--- src/rtl/probe_capture_mux.sv ---
// probe_capture_mux: selects one of NUM_CH probe buses for live observation and
// captures DEPTH qualified samples after a masked trigger for later readout.
//   inClock/inReset         clock, async active-high reset
//   inProbeData             NUM_CH packed channels of CH_WIDTH bits
//   inSel/inSelLoad         channel select and its load strobe
//   inSampleEn              sample qualifier
//   inArm                   arm, or abort and re-arm
//   inTrigMask/inTrigValue  trigger compare
//   inReadEnable            pop one captured sample
//   outLive                 registered selected channel
//   outData/outValid        readout data and its one-cycle strobe
//   outState/outCount       FSM state and sample count
module probe_capture_mux #(
  parameter int NUM_CH   = 8,
  parameter int CH_WIDTH = 4,
  parameter int DEPTH    = 16,
  localparam int SEL_W   = $clog2(NUM_CH),
  localparam int CNT_W   = $clog2(DEPTH + 1)
) (
  input  logic                       inClock,
  input  logic                       inReset,
  input  logic [NUM_CH*CH_WIDTH-1:0] inProbeData,
  input  logic [SEL_W-1:0]           inSel,
  input  logic                       inSelLoad,
  input  logic                       inSampleEn,
  input  logic                       inArm,
  input  logic [CH_WIDTH-1:0]        inTrigMask,
  input  logic [CH_WIDTH-1:0]        inTrigValue,
  input  logic                       inReadEnable,
  output logic [CH_WIDTH-1:0]        outLive,
  output logic [CH_WIDTH-1:0]        outData,
  output logic                       outValid,
  output logic [1:0]                 outState,
  output logic [CNT_W-1:0]           outCount
);
  localparam int PTR_W = DEPTH > 1 ? $clog2(DEPTH) : 1;
  typedef enum logic [1:0] {IDLE, ARMED, CAPT, DONE} state_t;
  state_t state_q, state_d;
  logic [SEL_W-1:0] sel_q, sel_d;
  logic [CNT_W-1:0] cnt_q, cnt_d;
  logic [PTR_W-1:0] rd_q, rd_d;
  logic [CH_WIDTH-1:0] live_q, data_q, data_d;
  logic valid_q, valid_d, we;
  logic [CH_WIDTH-1:0] mem_q [DEPTH];
  logic [CH_WIDTH-1:0] ch [NUM_CH];
  logic [CH_WIDTH-1:0] chan;
  logic match;
  for (genvar k = 0; k < NUM_CH; k++) begin : g_ch
    assign ch[k] = inProbeData[k*CH_WIDTH +: CH_WIDTH];
  end
  assign chan  = ch[sel_q];
  assign match = ((chan ^ inTrigValue) & inTrigMask) == '0;
  always_comb begin
    state_d = state_q;
    cnt_d   = cnt_q;
    rd_d    = rd_q;
    data_d  = data_q;
    valid_d = 1'b0;
    we      = 1'b0;
    sel_d   = (inSelLoad && (state_q == IDLE || state_q == DONE)
               && {1'b0, inSel} < (SEL_W+1)'(NUM_CH)) ? inSel : sel_q;
    if (inArm) begin
      state_d = ARMED;
      cnt_d   = '0;
      rd_d    = '0;
    end else begin
      case (state_q)
        ARMED: if (inSampleEn && match) begin
          we      = 1'b1;
          cnt_d   = CNT_W'(1);
          state_d = DEPTH == 1 ? DONE : CAPT;
        end
        CAPT: if (inSampleEn) begin
          we      = 1'b1;
          cnt_d   = cnt_q + 1'b1;
          state_d = cnt_d == CNT_W'(DEPTH) ? DONE : CAPT;
        end
        DONE: if (inReadEnable && cnt_q != '0) begin
          data_d  = mem_q[rd_q];
          valid_d = 1'b1;
          rd_d    = rd_q + 1'b1;
          cnt_d   = cnt_q - 1'b1;
          state_d = cnt_q == CNT_W'(1) ? IDLE : DONE;
        end
        default: ;
      endcase
    end
  end
  always_ff @(posedge inClock or posedge inReset) begin
    if (inReset) begin
      state_q <= IDLE;
      sel_q   <= '0;
      cnt_q   <= '0;
      rd_q    <= '0;
      live_q  <= '0;
      data_q  <= '0;
      valid_q <= 1'b0;
    end else begin
      state_q <= state_d;
      sel_q   <= sel_d;
      cnt_q   <= cnt_d;
      rd_q    <= rd_d;
      live_q  <= chan;
      data_q  <= data_d;
      valid_q <= valid_d;
    end
  end
  // The sample count doubles as the write pointer while acquiring.
  always_ff @(posedge inClock) begin
    if (we) mem_q[cnt_q[PTR_W-1:0]] <= chan;
  end
  assign outLive  = live_q;
  assign outData  = data_q;
  assign outValid = valid_q;
  assign outState = state_q;
  assign outCount = cnt_q;
endmodule

--- config.mk ---
export PLATFORM = sky130hd
export DESIGN_NAME = probe_capture_mux
export DESIGN_NICKNAME = d
export VERILOG_FILES = /design/src/rtl/probe_capture_mux.sv
export SDC_FILE = /design/constraint.sdc
export NUM_CORES = 1
export LEC_CHECK = 0
export CORE_UTILIZATION = 50
export CTS_CLUSTER_DIAMETER = 100
export DETAILED_ROUTE_END_ITERATION = 7
export GPL_TIMING_DRIVEN = 1
export PLACE_DENSITY = 0.84
export RECOVER_POWER = 50
export SYNTH_ARGS = -nofsm -noshare
export SYNTH_HDL_FRONTEND = slang
export SYNTH_SLANG_ARGS = --single-unit
--- constraint.sdc ---
create_clock -name inClock -period 4.8 [get_ports inClock]
set_clock_uncertainty 0.2 [all_clocks]
set_input_delay 0.72 -clock inClock [delete_from_list [all_inputs] [get_ports inClock]]
set_output_delay 0.72 -clock inClock [all_outputs]
set_load 0.005 [all_outputs]
-- Word-level counts from Yosys, hierarchy flattened
Memories as Yosys holds them, arrays and structs flattened. A register that Yosys moved wholly into a read port is not among the register bits.
Index checks and enable logic that the tools add are counted.
- bits in registers: 19
- memory bits (writable): 64
- input port bits: 49
- logic and storage cells: 63
- memories: 1
- add/sub/neg operators: 3
- order comparisons: 1
- equality and inequality tests: 8
- multiplexer cells: 27
- bitwise operators: 4
- reductions and logical operators: 13
- memories (memory ; words ; bits a word ; read ports ; clocked after Yosys merged registers in ; write ports ; line ; text):
    mem_q ; 16 ; 4 ; 1 ; 1 ; 1 ; 44 ; logic [CH_WIDTH-1:0] mem_q [DEPTH];
- operators with widths (kind ; count):
    4-bit 2-to-1 mux ; 5
    5-bit 2-to-1 mux ; 4
    5-bit case mux with 3 select lines ; 1
    4-bit binary-select mux with 3-bit select ; 1
    2-bit 2-to-1 mux ; 5
    1-bit 2-to-1 mux ; 9
    3-bit inequality test, second input constant ; 2
    2-bit case mux with 3 select lines ; 1
    5-bit by 1-bit adder with 5-bit output, second input constant ; 1
    5-bit by 1-bit equality test with 1-bit output, second input constant ; 1
    5-bit equality test, second input constant ; 1
    5-bit nonzero test ; 1
    5-bit by 1-bit subtractor with 5-bit output, second input constant ; 1
    4-bit by 1-bit adder with 4-bit output, second input constant ; 1
    4-bit bitwise AND ; 1
    2-bit equality test, second input constant ; 2
    4-bit greater-or-equal comparator, second input constant ; 1
    4-bit zero test ; 1
    3-bit NOT with 4-bit output ; 1
    4-bit AND reduction ; 1
    2-bit nonzero test ; 2
    4-bit nonzero test ; 1
    4-bit XOR ; 1
    1-bit logical AND ; 3
    other kinds (8) ; 8

-- Logic depth before layout (Yosys ltp)
- word-level depth: 13
- mapped depth: 9
- depth with buffers taken out: 8

-- Worst setup path after synthesis
Ideal clock, no wire load.
- kind: input to register
- from: input port inProbeData[30]
- to: memory mem_q[15][0] (enable)
- data arrival time: 2838 ps
- slack: 1395 ps
- cell stages on the path: 6
- path buffers: 0
- cell sequence: mux2_1 -> mux4_2 -> mux2i_1 -> nor4_2 -> a21oi_2 -> nor3b_1
- cells in the longest elaborated chain, start to end: 12
- RTL lines (item ; line ; text):
    start, declared ; 22 ; input logic [NUM_CH*CH_WIDTH-1:0] inProbeData,
    4-bit binary-select mux with 3-bit select ; 51 ; assign chan = ch[sel_q];
    4-bit 2-to-1 mux (implied by the code) (2 in series) ; 51 ;
    named net chan[2] ; 46 ; logic [CH_WIDTH-1:0] chan;
    4-bit XOR ; 52 ; assign match = ((chan ^ inTrigValue) & inTrigMask) == '0;
    4-bit bitwise AND ; 52 ;
    4-bit zero test ; 52 ;
    1-bit logical AND ; 68 ; ARMED: if (inSampleEn && match) begin
    1-bit 2-to-1 mux ; 68 ;
    1-bit case mux with 2 select lines ; 67 ; case (state_q)
    1-bit 2-to-1 mux ; 62 ; if (inArm) begin
    1-bit 2-to-1 mux ; 110 ; if (we) mem_q[cnt_q[PTR_W-1:0]] <= chan;
    1-bit 2-to-1 mux (implied by the code) ; 110 ;
    end, declared ; 44 ;
The timed path passes the listed nets, and every way through them passes these cells. The select of a mux whose other input is x is not followed.

-- Worst setup path after layout
- from: register sel_q[0]
- to: memory mem_q[15][3] (enable)
- cells in the longest elaborated chain, start to end: 13
- RTL lines (item ; line ; text):
    start, declared ; 39 ; logic [SEL_W-1:0] sel_q, sel_d;
    start signal, assigned ; 100 ; sel_q <= sel_d;
    3-bit NOT with 4-bit output (implied by the code) ; 51 ;
    4-bit binary-select mux with 3-bit select ; 51 ;
    4-bit 2-to-1 mux (implied by the code) (2 in series) ; 51 ;
    named net chan[2] ; 46 ;
    4-bit XOR ; 52 ;
    4-bit bitwise AND ; 52 ;
    4-bit zero test ; 52 ;
    1-bit logical AND ; 68 ;
    1-bit 2-to-1 mux ; 68 ;
    1-bit case mux with 2 select lines ; 67 ;
    1-bit 2-to-1 mux ; 62 ;
    1-bit 2-to-1 mux ; 110 ;
    1-bit 2-to-1 mux (implied by the code) ; 110 ;
The timed path passes the listed nets, and every way through them passes these cells. The select of a mux whose other input is x is not followed.

==> flow_summary.yaml <==
die:
  die_h_um: 96.0
  ioPinCount: 65
  initial_core_util: 0.527
  num_rows: 33
  fp.dieArea_um2: 9220
  fp.coreArea_um2: 8380
  fp.dieW_um: 96.0
sta:
  timing.fmax_mhz: 251
  fin_setup_tns_ns: 0
  hold_violations: 0
  rsz0062_at_grt: "false"
  slew-limit-headroom: 0.254
  setup_ws_ns: 0.813
  slew_violations: 0
  worstMarginPinSlew_ns: 1.12
  setup_viol: 0
  post-route-period-util: 0.831
  fin_crit_ns: 3.99
run_status:
  outcome: "finished, final reports clean"
critical_path:
  rr_worst_depth: 6
  r2r-start: "sel_q[0]$_DFFE_PP0P_"
  start_kind: "register"
  worstSetupPathType: "register to register"
  required_ns: 4.59
  arrival_ns: 3.78
  regToRegSetupSlack_ns: 0.81
  worstReg2RegEnd: "mem_q[15][3]$_DFFE_PP_"
  end_kind: "register"
  crit_fanout: 18
power_and_ir_drop:
  worst_ir_drop_vdd_mv: 0.333
  p_leak_nw: 1.80
  p_per_area_nw_per_um2: 496
synth:
  yosysTopAreaCellShare: 0.435
  syn-num-nets: 371
  ys_top_cells_by_area: "edfxtp_1, dfrtp_1, mux4_2"
  yosys.area.top_type: "edfxtp_1"
  synth_edf_count: 64
  netlist_area_um2: 4420
  syn_avg_cell_area_um2: 14.1
  async_reset_ff_frac: 0.264
  ys.flop_type: "edfxtp_1"
  synth_seq_cells: 87
  ys_warn_count: 0
  netlist_instances: 313
  synth.distinct_cells: 55
  ys_seq_area_frac: 0.565
finish:
  nNetsFinal: 427
  syn_to_final_growth_pct: 19.6
  layout_commonest_cell: "edfxtp_1"
  layout_common_cells: "edfxtp_1, clkdlybuf4s50_1, nor2_1"
  drive_above_1_share: 0.152
  insertedDiodeCount: 0
  fin_util: 0.631
clock_network:
  cts_resized: 0
  worstSkewPairLatency_ns: 0.35
  clockBufferDepth: 2
  post-cts-setup-buffers: 0
  cts.sinks: 87
  cts_buffers: 9
  cts_tree: "done"
  root_buffer: "clkbuf_8"
  clkTransAtPathRegs_ns: 0.08
  htree_levels: 3
  cts_hold_buf: 0
min_path:
  min_from: "outData[2]$_DFFE_PP0P_"
  hold_class: "register to register"
  whs_endpoint: "outData[2]$_DFFE_PP0P_"
  hold_path_depth: 1
detailed_routing:
  viasPerCell: 5.97
  vias: 2862
  drc: 0
  wl_mm: 8.94
  post_drt_wl_per_cell_um: 18.7
  dr.pass1.iters: 4
  drtIter0Drc: 213
  drtAntennaViolNets: 0
grt:
  antenna_found_initial: 0
  grt_overflow: 0
  grt_start_max_net_pins: 24
  grt.total_usage: 0.217
  grt_pass1_wl_mm: 14.3
  grt_pass1_vias: 2857
placement:
  pre_cts_slack_ns: 0.484
  hpwlAfterDp_mm: 6.24
  numPortBuffers: 64
  gp_congestion: 0.865
run:
  cap_violations: 0
==> worst max-delay path: stages (launching register included) <==
cell,delay (ns)
dfrtp_1,0.72
mux2_2,0.40
mux4_2,0.65
mux2i_1,0.20
nor4_2,0.59
a21oi_2,0.31
nor3b_1,0.56
==> area by class of cell <==
cell class | instances | area, um^2
multi-input combinational | 199 | 1800
tap | 105 | 131
clock buffer | 11 | 131
fill | 601 | 3090
inverter | 7 | 26.3
sequential | 87 | 2500
timing repair buffer | 65 | 648
clock inverter | 5 | 56.3
==> synthesized netlist by cell type, drive strengths merged (2+ instances only) <==
library cell,instances
o211ai,2
and4b,2
a221oi,6
mux2,21
mux4,25
xor2,2
nand4,3
and3,4
nor4,2
edfxtp,64
buf,6
a31oi,2
clkbuf,14
nand2b,8
or4,2
nand3,25
nor3,4
nor2b,3
nand2,11
mux2i,5
dfrtp,23
or4b,2
nor2,29
ha,9
nor4b,2
inv,7
a21oi,5
a211oi,3
nor3b,4
o311ai,2
==> how the worst max path moves through the flow <==
stage                                    start                endpoint  slack, ns  depth (start not counted)
final                     sel_q[0]$_DFFE_PP0P_  mem_q[15][3]$_DFFE_PP_       0.81                          6
after global routing      sel_q[0]$_DFFE_PP0P_  mem_q[15][3]$_DFFE_PP_       0.46                          6
after detailed placement       inProbeData[30]  mem_q[15][3]$_DFFE_PP_       0.48                          7
after floorplan                inProbeData[30]  mem_q[15][0]$_DFFE_PP_       1.39                          6
after global placement         inProbeData[30]  mem_q[15][0]$_DFFE_PP_       0.63                          7
after CTS                 sel_q[0]$_DFFE_PP0P_  mem_q[15][3]$_DFFE_PP_       0.75                          6
==> kinds of logic after synthesis <==
kind of cell,share of synthesized area
XOR/XNOR,0.00595
buffers and inverters,0.0283
flip-flops,0.565
AO/OA/AOI/OAI,0.0509
AND/OR/NAND/NOR,0.131
multiplexers,0.193
adder cells (fa/ha/maj),0.0255
==> stage by stage <==
stage	area [um^2]	hold WS, ns	power [W]	std cells
after detailed placement	5100	0.310	0.00216	463
after global placement	5100	0.289	0.00211	463
final	5290	0.314	0.00263	479
after global routing	5290	0.338	0.00278	479
after floorplan	4420	0.305	0.00184	313
after CTS	5290	0.329	0.00266	479
==> layer usage <==
layer	routed length [um]	vias up	GRT usage
met5	0	-	0
met4	179	0	0.0945
met3	528	16	0.0411
met2	4500	122	0.363
met1	3740	1387	0.275
li1	-	1337	-
==> sequential cells by signal (all words and copies together), names as in the netlist <==
| register | cells |
|---|---|
| rd_q | 4 |
| outState | 2 |
| outLive | 4 |
| outValid | 1 |
| sel_q | 3 |
| mem_q | 64 |
| outData | 4 |
| outCount | 5 |
==> where the power goes <==
| group | switching, W | leakage (nW) | internal [W] |
|---|---|---|---|
| clock | 0.000260 | 0.0957 | 0.000242 |
| sequential | 0.000131 | 0.864 | 0.00102 |
| combinational | 0.000513 | 0.843 | 0.000455 |
(Power assumes the default switching activity.)
